==> config.mk <==
export PLATFORM = sky130hd
export DESIGN_NAME = keypad_entry
export DESIGN_NICKNAME = d
export VERILOG_FILES = /design/src/rtl/keypad_entry.sv
export SDC_FILE = /design/constraint.sdc
export NUM_CORES = 1
export LEC_CHECK = 0
export CORE_MARGIN = 2
export CORE_UTILIZATION = 32
export CTS_CLUSTER_SIZE = 8
export DETAILED_ROUTE_END_ITERATION = 7
export RECOVER_POWER = 50
export SLEW_MARGIN = 40
export SYNTH_ARGS = -nofsm -noshare
export SYNTH_HDL_FRONTEND = slang
export SYNTH_SLANG_ARGS = --single-unit
==> constraint.sdc <==
create_clock -name Clock -period 8.4 [get_ports Clock]
set_clock_uncertainty 0.1 [all_clocks]
set_input_delay 0.84 -clock Clock [delete_from_list [all_inputs] [get_ports Clock]]
set_output_delay 0.84 -clock Clock [all_outputs]
set_load 0.03 [all_outputs]
==> src/rtl/keypad_entry.sv <==
// keypad_entry: 4x4 hex keypad scanner, frame debouncer and operand/operation
// entry state machine feeding the calculator core.
module keypad_entry #(
    parameter int unsigned SCAN_DIV  = 50000,
    parameter int unsigned DEB_SCANS = 4,
    parameter logic [15:0] ANS_CODE  = 16'hFFFF
) (
    input  logic        Clock,
    input  logic        Reset,
    input  logic [3:0]  H,
    output logic [3:0]  V,
    output logic [15:0] SRC,
    output logic [15:0] DST,
    output logic [2:0]  ALU_OP,
    output logic        finish
);

    localparam int unsigned DIV_W = (SCAN_DIV > 1) ? $clog2(SCAN_DIV) : 1;
    localparam int unsigned DEB_W = $clog2(DEB_SCANS + 1);
    localparam logic [DIV_W-1:0] SLOT_LAST = DIV_W'(SCAN_DIV - 1);
    localparam logic [DEB_W-1:0] DEB_MAX   = DEB_W'(DEB_SCANS);

    // Frame result kinds (stored in the upper bits of a frame result word)
    localparam logic [1:0] RES_NONE  = 2'd0;
    localparam logic [1:0] RES_KEY   = 2'd1;
    localparam logic [1:0] RES_MULTI = 2'd2;

    typedef enum logic [1:0] {
        S_A  = 2'd0,
        S_B  = 2'd1,
        S_EQ = 2'd2
    } state_t;

    // ------------------------------------------------------------------
    // Scan timing registers
    // ------------------------------------------------------------------
    logic [DIV_W-1:0] slot_q;
    logic [1:0]       col_q;
    logic [3:0]       v_q;
    logic             slot_end;
    logic             frame_end;
    logic [1:0]       col_nxt;

    // ------------------------------------------------------------------
    // Frame accumulation
    // ------------------------------------------------------------------
    logic [1:0] acc_cnt_q;
    logic [3:0] acc_key_q;
    logic [2:0] col_n;
    logic [3:0] col_key;
    logic [2:0] hit_sum;
    logic [1:0] tot_cnt;
    logic [3:0] tot_key;
    logic [5:0] frame_res;

    // ------------------------------------------------------------------
    // Debouncer
    // ------------------------------------------------------------------
    logic [5:0]       prev_q;
    logic [DEB_W-1:0] run_q;
    logic             held_q;
    logic [DEB_W-1:0] run_nxt;
    logic             qualified;
    logic             key_acc;
    logic             key_rel;
    logic [3:0]       key_code;

    // ------------------------------------------------------------------
    // Entry state
    // ------------------------------------------------------------------
    state_t      state_q;
    logic [2:0]  cnt_q;
    logic [15:0] src_q;
    logic [15:0] dst_q;
    logic [2:0]  op_q;
    logic        fin_q;

    assign slot_end  = (slot_q == SLOT_LAST);
    assign frame_end = slot_end && (col_q == 2'd3);
    assign col_nxt   = col_q + 2'd1;

    // Slot counter, column index and registered active-low column drive
    always_ff @(posedge Clock) begin
        if (Reset) begin
            slot_q <= '0;
            col_q  <= 2'd0;
            v_q    <= 4'b0111;
        end else if (slot_end) begin
            slot_q <= '0;
            col_q  <= col_nxt;
            v_q    <= ~(4'b1000 >> col_nxt);
        end else begin
            slot_q <= slot_q + DIV_W'(1);
        end
    end

    // Decode the rows pulled low in the currently driven column
    always_comb begin
        col_n   = 3'd0;
        col_key = {2'b00, col_q};
        for (int r = 0; r < 4; r++) begin
            if (!H[3-r]) begin
                col_n   = col_n + 3'd1;
                col_key = {2'(r), col_q};
            end
        end
    end

    // Merge this column into the running frame tally (saturates at two keys)
    always_comb begin
        hit_sum   = {1'b0, acc_cnt_q} + col_n;
        tot_cnt   = (hit_sum > 3'd2) ? RES_MULTI : hit_sum[1:0];
        tot_key   = (col_n != 3'd0) ? col_key : acc_key_q;
        frame_res = {tot_cnt, (tot_cnt == RES_KEY) ? tot_key : 4'h0};
    end

    // Per-frame key tally, cleared once column 3 has been folded in
    always_ff @(posedge Clock) begin
        if (Reset) begin
            acc_cnt_q <= 2'd0;
            acc_key_q <= 4'h0;
        end else if (slot_end) begin
            if (col_q == 2'd3) begin
                acc_cnt_q <= 2'd0;
                acc_key_q <= 4'h0;
            end else begin
                acc_cnt_q <= tot_cnt;
                acc_key_q <= tot_key;
            end
        end
    end

    // Run length of identical frame results and press/release qualification
    always_comb begin
        if (frame_res != prev_q) begin
            run_nxt = DEB_W'(1);
        end else if (run_q >= DEB_MAX) begin
            run_nxt = DEB_MAX;
        end else begin
            run_nxt = run_q + DEB_W'(1);
        end
        qualified = (run_nxt >= DEB_MAX);
        key_acc   = frame_end && !held_q && (tot_cnt == RES_KEY) && qualified;
        key_rel   = frame_end && held_q && (tot_cnt == RES_NONE) && qualified;
        key_code  = frame_res[3:0];
    end

    // Debouncer state: previous frame result, run length, held flag
    always_ff @(posedge Clock) begin
        if (Reset) begin
            prev_q <= {RES_NONE, 4'h0};
            run_q  <= '0;
            held_q <= 1'b0;
        end else if (frame_end) begin
            prev_q <= frame_res;
            run_q  <= run_nxt;
            if (key_acc) begin
                held_q <= 1'b1;
            end else if (key_rel) begin
                held_q <= 1'b0;
            end
        end
    end

    // Entry FSM: digits build DST, op keys latch SRC/ALU_OP, F completes
    always_ff @(posedge Clock) begin
        if (Reset) begin
            state_q <= S_A;
            cnt_q   <= 3'd0;
            src_q   <= 16'h0000;
            dst_q   <= 16'h0000;
            op_q    <= 3'd0;
            fin_q   <= 1'b0;
        end else begin
            fin_q <= 1'b0;
            case (state_q)
                S_EQ: begin
                    // Strobe has been seen by the core; switch display to ANS
                    dst_q   <= ANS_CODE;
                    cnt_q   <= 3'd0;
                    state_q <= S_A;
                end
                default: begin
                    if (key_acc) begin
                        if (key_code <= 4'd9) begin
                            if ((dst_q == ANS_CODE) || (cnt_q == 3'd0)) begin
                                dst_q <= {12'h000, key_code};
                                cnt_q <= 3'd1;
                            end else if (cnt_q < 3'd4) begin
                                dst_q <= {dst_q[11:0], key_code};
                                cnt_q <= cnt_q + 3'd1;
                            end
                        end else if (key_code <= 4'hE) begin
                            src_q   <= dst_q;
                            op_q    <= 3'(key_code - 4'd9);
                            dst_q   <= 16'h0000;
                            cnt_q   <= 3'd0;
                            state_q <= S_B;
                        end else begin
                            if ((cnt_q == 3'd0) && (dst_q != ANS_CODE)) begin
                                dst_q <= ANS_CODE;
                            end else if (state_q == S_B) begin
                                fin_q   <= 1'b1;
                                state_q <= S_EQ;
                            end
                        end
                    end
                end
            endcase
        end
    end

    assign V      = v_q;
    assign SRC    = src_q;
    assign DST    = dst_q;
    assign ALU_OP = op_q;
    assign finish = fin_q;

endmodule
==> flow_metrics.tcl <==
set metrics [dict create \
    crit_type "primary input to flip-flop" \
    dp_hpwl_um 7280 \
    synth_top_family_by_area "simple AND/OR/NAND/NOR gates" \
    syn-cell-area_sq_um 4150 \
    syn-num-nets 489 \
    htreeDepth 3 \
    synth_edf_count 0 \
    mostFrequentLayoutCells "dfxtp_1, nor2_1, nand2_1" \
    worstRegToRegCells 13 \
    worst_path_max_delay_cell "nor3_4" \
    path_max_fanout 16 \
    cts_num_sinks 79 \
    end_kind "flip-flop" \
    hold_class "flip-flop to flip-flop" \
    synth_flop_cell "dfxtp_1" \
    die_area_sq_um 13900 \
    startpoint_type "primary input" \
    clkLatencyLatePin_ns 0.34 \
    p_per_area_nw_per_um2 173 \
    die_x_um 118 \
    drt_iter0_drc 144 \
    crit_path_start "H[2]" \
    dr_total_vias 3429 \
    drv_cap 1 \
    io_buffer_count 45 \
    diodes 0 \
    grt-ovfl-total 0 \
    grt_max_degree 59 \
    synth_xor_area_share_pct 4.76 \
    max_stage_delay_ns 0.71 \
    finalCritPeriodShare_pct 72.6 \
    synth_cells 466 \
    path_common_cell "a21oi_1" \
    yosys.area_share.simple_pct 26.5 \
    syn_to_final_growth_pct 22.6 \
    clk_pin_slew_ns 0.06 \
    boundaryPins 46 \
    leakage_nw 1.78 \
    fill_cells 1310 \
    rows 41 \
    grt_pass1_wl_um 16900 \
    fmax_ghz 0.164 \
    cts_tree "yes" \
    failed_checks "max-capacitance violations, max-slew violations" \
    rsz0062_at_grt "false" \
    cts_made_buffers 9 \
    worstPathCellList "clkdlybuf4s50_1 -> inv_1 -> ha_1 -> xnor2_1 -> ha_1 -> mux2_2 -> fa_1 -> xnor3_1 -> nand2_2 -> a21oi_1 -> inv_1 -> ha_1 -> a21oi_1 -> a211oi_1 -> a21oi_1 -> a21oi_1 -> nor3_4 -> a211oi_1" \
    synth_compound_area_share_pct 15.4 \
    crit_path_end "DST[2]$_SDFFE_PP0P_" \
    grtUsageTotal_pct 14.9 \
    min_period_ns 6.10 \
    layout_commonest_cell "dfxtp_1" \
    fin_nets 530 \
    register_area_sq_um 1580 \
    reg2reg_to "DST[2]$_SDFFE_PP0P_" \
    synthAdderAreaFrac_pct 5.30 \
    wl_per_cell_um 14.6 \
    ctsRootBufferMaster "clkbuf_16" \
    worstHoldStart "V[1]$_SDFFE_PP1P_" \
    slew_viol_final 59 \
    ff2ff_setup_slack_ns 4.23 \
    ant_nets 0 \
    yosys_warnings 0 \
    synthMuxAreaShare_pct 5.63 \
    post_cts_buffers 0 \
    gp_congestion 0.892 \
    setup_violations 0 \
    start_util_pct 32.9 \
    core_area_sq_um 12600 \
    via_per_inst 5.01 \
    finalHoldViolCount 0 \
    drt_first_pass_iters 4 \
    cts_buffer_depth 2 \
    drc_errors 0 \
    syn_avg_cell_area_sq_um 8.91 \
    status "finished with violations" \
    worst_slew_pin_slew_ns 2.83 \
    cp.arrival_ns 6.08 \
    reg2reg_from "acc_cnt_q[0]$_SDFFE_PP0P_" \
    fin_tns_setup_ns 0 \
    crit_required_ns 8.38 \
    async_reset_ff_share_pct 0 \
    min_path_cells 1 \
    peakVddDrop_uv 101 \
    ys_ff_latch 79 \
    routed_wl_um 10000 \
    multi_input_area_sq_um 2420 \
    synth_cell_types 68 \
    seq_area_frac_synth_pct 38.1 \
    postCtsHoldBufs 0 \
    maxSlewHeadroom_pct -88.6 \
    ctsResizeCount 0 \
    final_cell_area_sq_um 5090 \
    antenna_found_initial 0 \
    chipHeight_um 118 \
    grt_pass1_vias 3418 \
    final_layout_size_suffix_gt1_share_pct 10.2 \
    placed_area_sq_um 4750 \
]
-- power by group --
group          total [mW]  internal (mW)  switching (mW)  leakage (nW)
Sequential          0.377          0.376         0.00127         0.637
Combinational      0.0765         0.0264          0.0501         0.976
Clock               0.426          0.270           0.157         0.163
-- per-stage QoR --
| step | total power, mW | util [%] | worst slack, ns | instances | hold slack [ns] |
|---|---|---|---|---|---|
| 3_5_place_dp | 0.461 | 37.7 | 2.04 | 668 | 0.356 |
| 2_1_floorplan | 0.442 | - | 3.31 | 466 | 0.326 |
| 5_1_grt | 0.913 | 40.3 | 1.83 | 684 | 0.395 |
| 4_1_cts | 0.889 | 40.3 | 2.37 | 684 | 0.367 |
| 6_report | 0.880 | 40.3 | 2.30 | 684 | 0.363 |
| 3_3_place_gp | 0.460 | 37.6 | 2.35 | 668 | 0.340 |
-- how the worst min path moves through the flow --
stage | to | slack (ns)
floorplan | slot_q[0]$_SDFF_PP0_ | 0.33
global placement | slot_q[0]$_SDFF_PP0_ | 0.34
detailed placement | slot_q[0]$_SDFF_PP0_ | 0.36
CTS | prev_q[2]$_SDFFE_PP0P_ | 0.37
global route | V[1]$_SDFFE_PP1P_ | 0.40
finish | V[1]$_SDFFE_PP1P_ | 0.36
-- Yosys cell counts (2+ instances only) --
cell	n	share of area (%)
xor2_1	5	1.1
o21ai_0	11	1.3
clkbuf_1	11	0.99
nand3_1	14	1.7
a31oi_1	3	0.45
a21o_1	3	0.54
nor2b_1	22	3.3
nand4_1	9	1.4
o211ai_1	2	0.36
nor3_1	5	0.60
a211oi_1	12	2.2
or3_1	6	0.90
ha_1	16	4.8
nor4_1	8	1.2
a21oi_1	22	2.7
mux2i_1	20	4.8
o22ai_1	2	0.30
or4_1	4	0.72
a211oi_2	10	3.0
buf_4	2	0.36
and3_1	2	0.30
or4_4	3	0.81
or2_1	2	0.30
mux2_2	2	0.54
xnor2_1	15	3.2
nor2_1	56	5.1
o21ai_1	2	0.24
buf_2	2	0.24
o31ai_1	3	0.54
nand2_1	43	3.9
a211o_2	3	0.72
dfxtp_1	79	38
inv_1	21	1.9
nor4_2	3	0.90
nor3b_1	3	0.54
and2_1	8	1.2
-- worst max-delay path, delay by kind of cell --
kind	cells	cell delay, ns
compound gates	6	1.30
xor+xnor	2	0.82
simple gates	2	0.86
fa+ha+maj	4	1.30
mux	1	0.28
buf+inv	3	0.67
-- sequential cells by signal, summed over array words and instances, names as in the netlist, 3 cells and up --
name / cells
V: 4
SRC: 16
DST: 16
cnt_q: 3
run_q: 3
ALU_OP: 3
slot_q: 16
acc_key_q: 4
prev_q: 6
-- final cells by class --
cell class,instances,area share (%)
clock buffers,10,4.69
flip-flops and latches,79,31.1
multi-input cells,348,47.6
repair buffers,48,9.12
well taps,172,4.23
inverters,21,1.55
clock inverters,6,1.79
-- cells by family (layout without fill, tap and decap cells) --
logic type | count (synthesis) | in the layout
flops | 79 | 79
fa+ha+maj | 17 | 17
compound gates | 84 | 84
xor+xnor | 21 | 21
simple gates | 203 | 203
mux | 23 | 23
buf+inv | 39 | 85
-- layer usage --
| metal | GRT usage (%) | wire length (um) |
|---|---|---|
| met5 | 0 | 0 |
| met4 | 6.93 | 254 |
| met3 | 3.49 | 373 |
| met2 | 23.5 | 4630 |
| met1 | 19.1 | 4750 |
No activity file was read; power rests on OpenSTA's default activity.
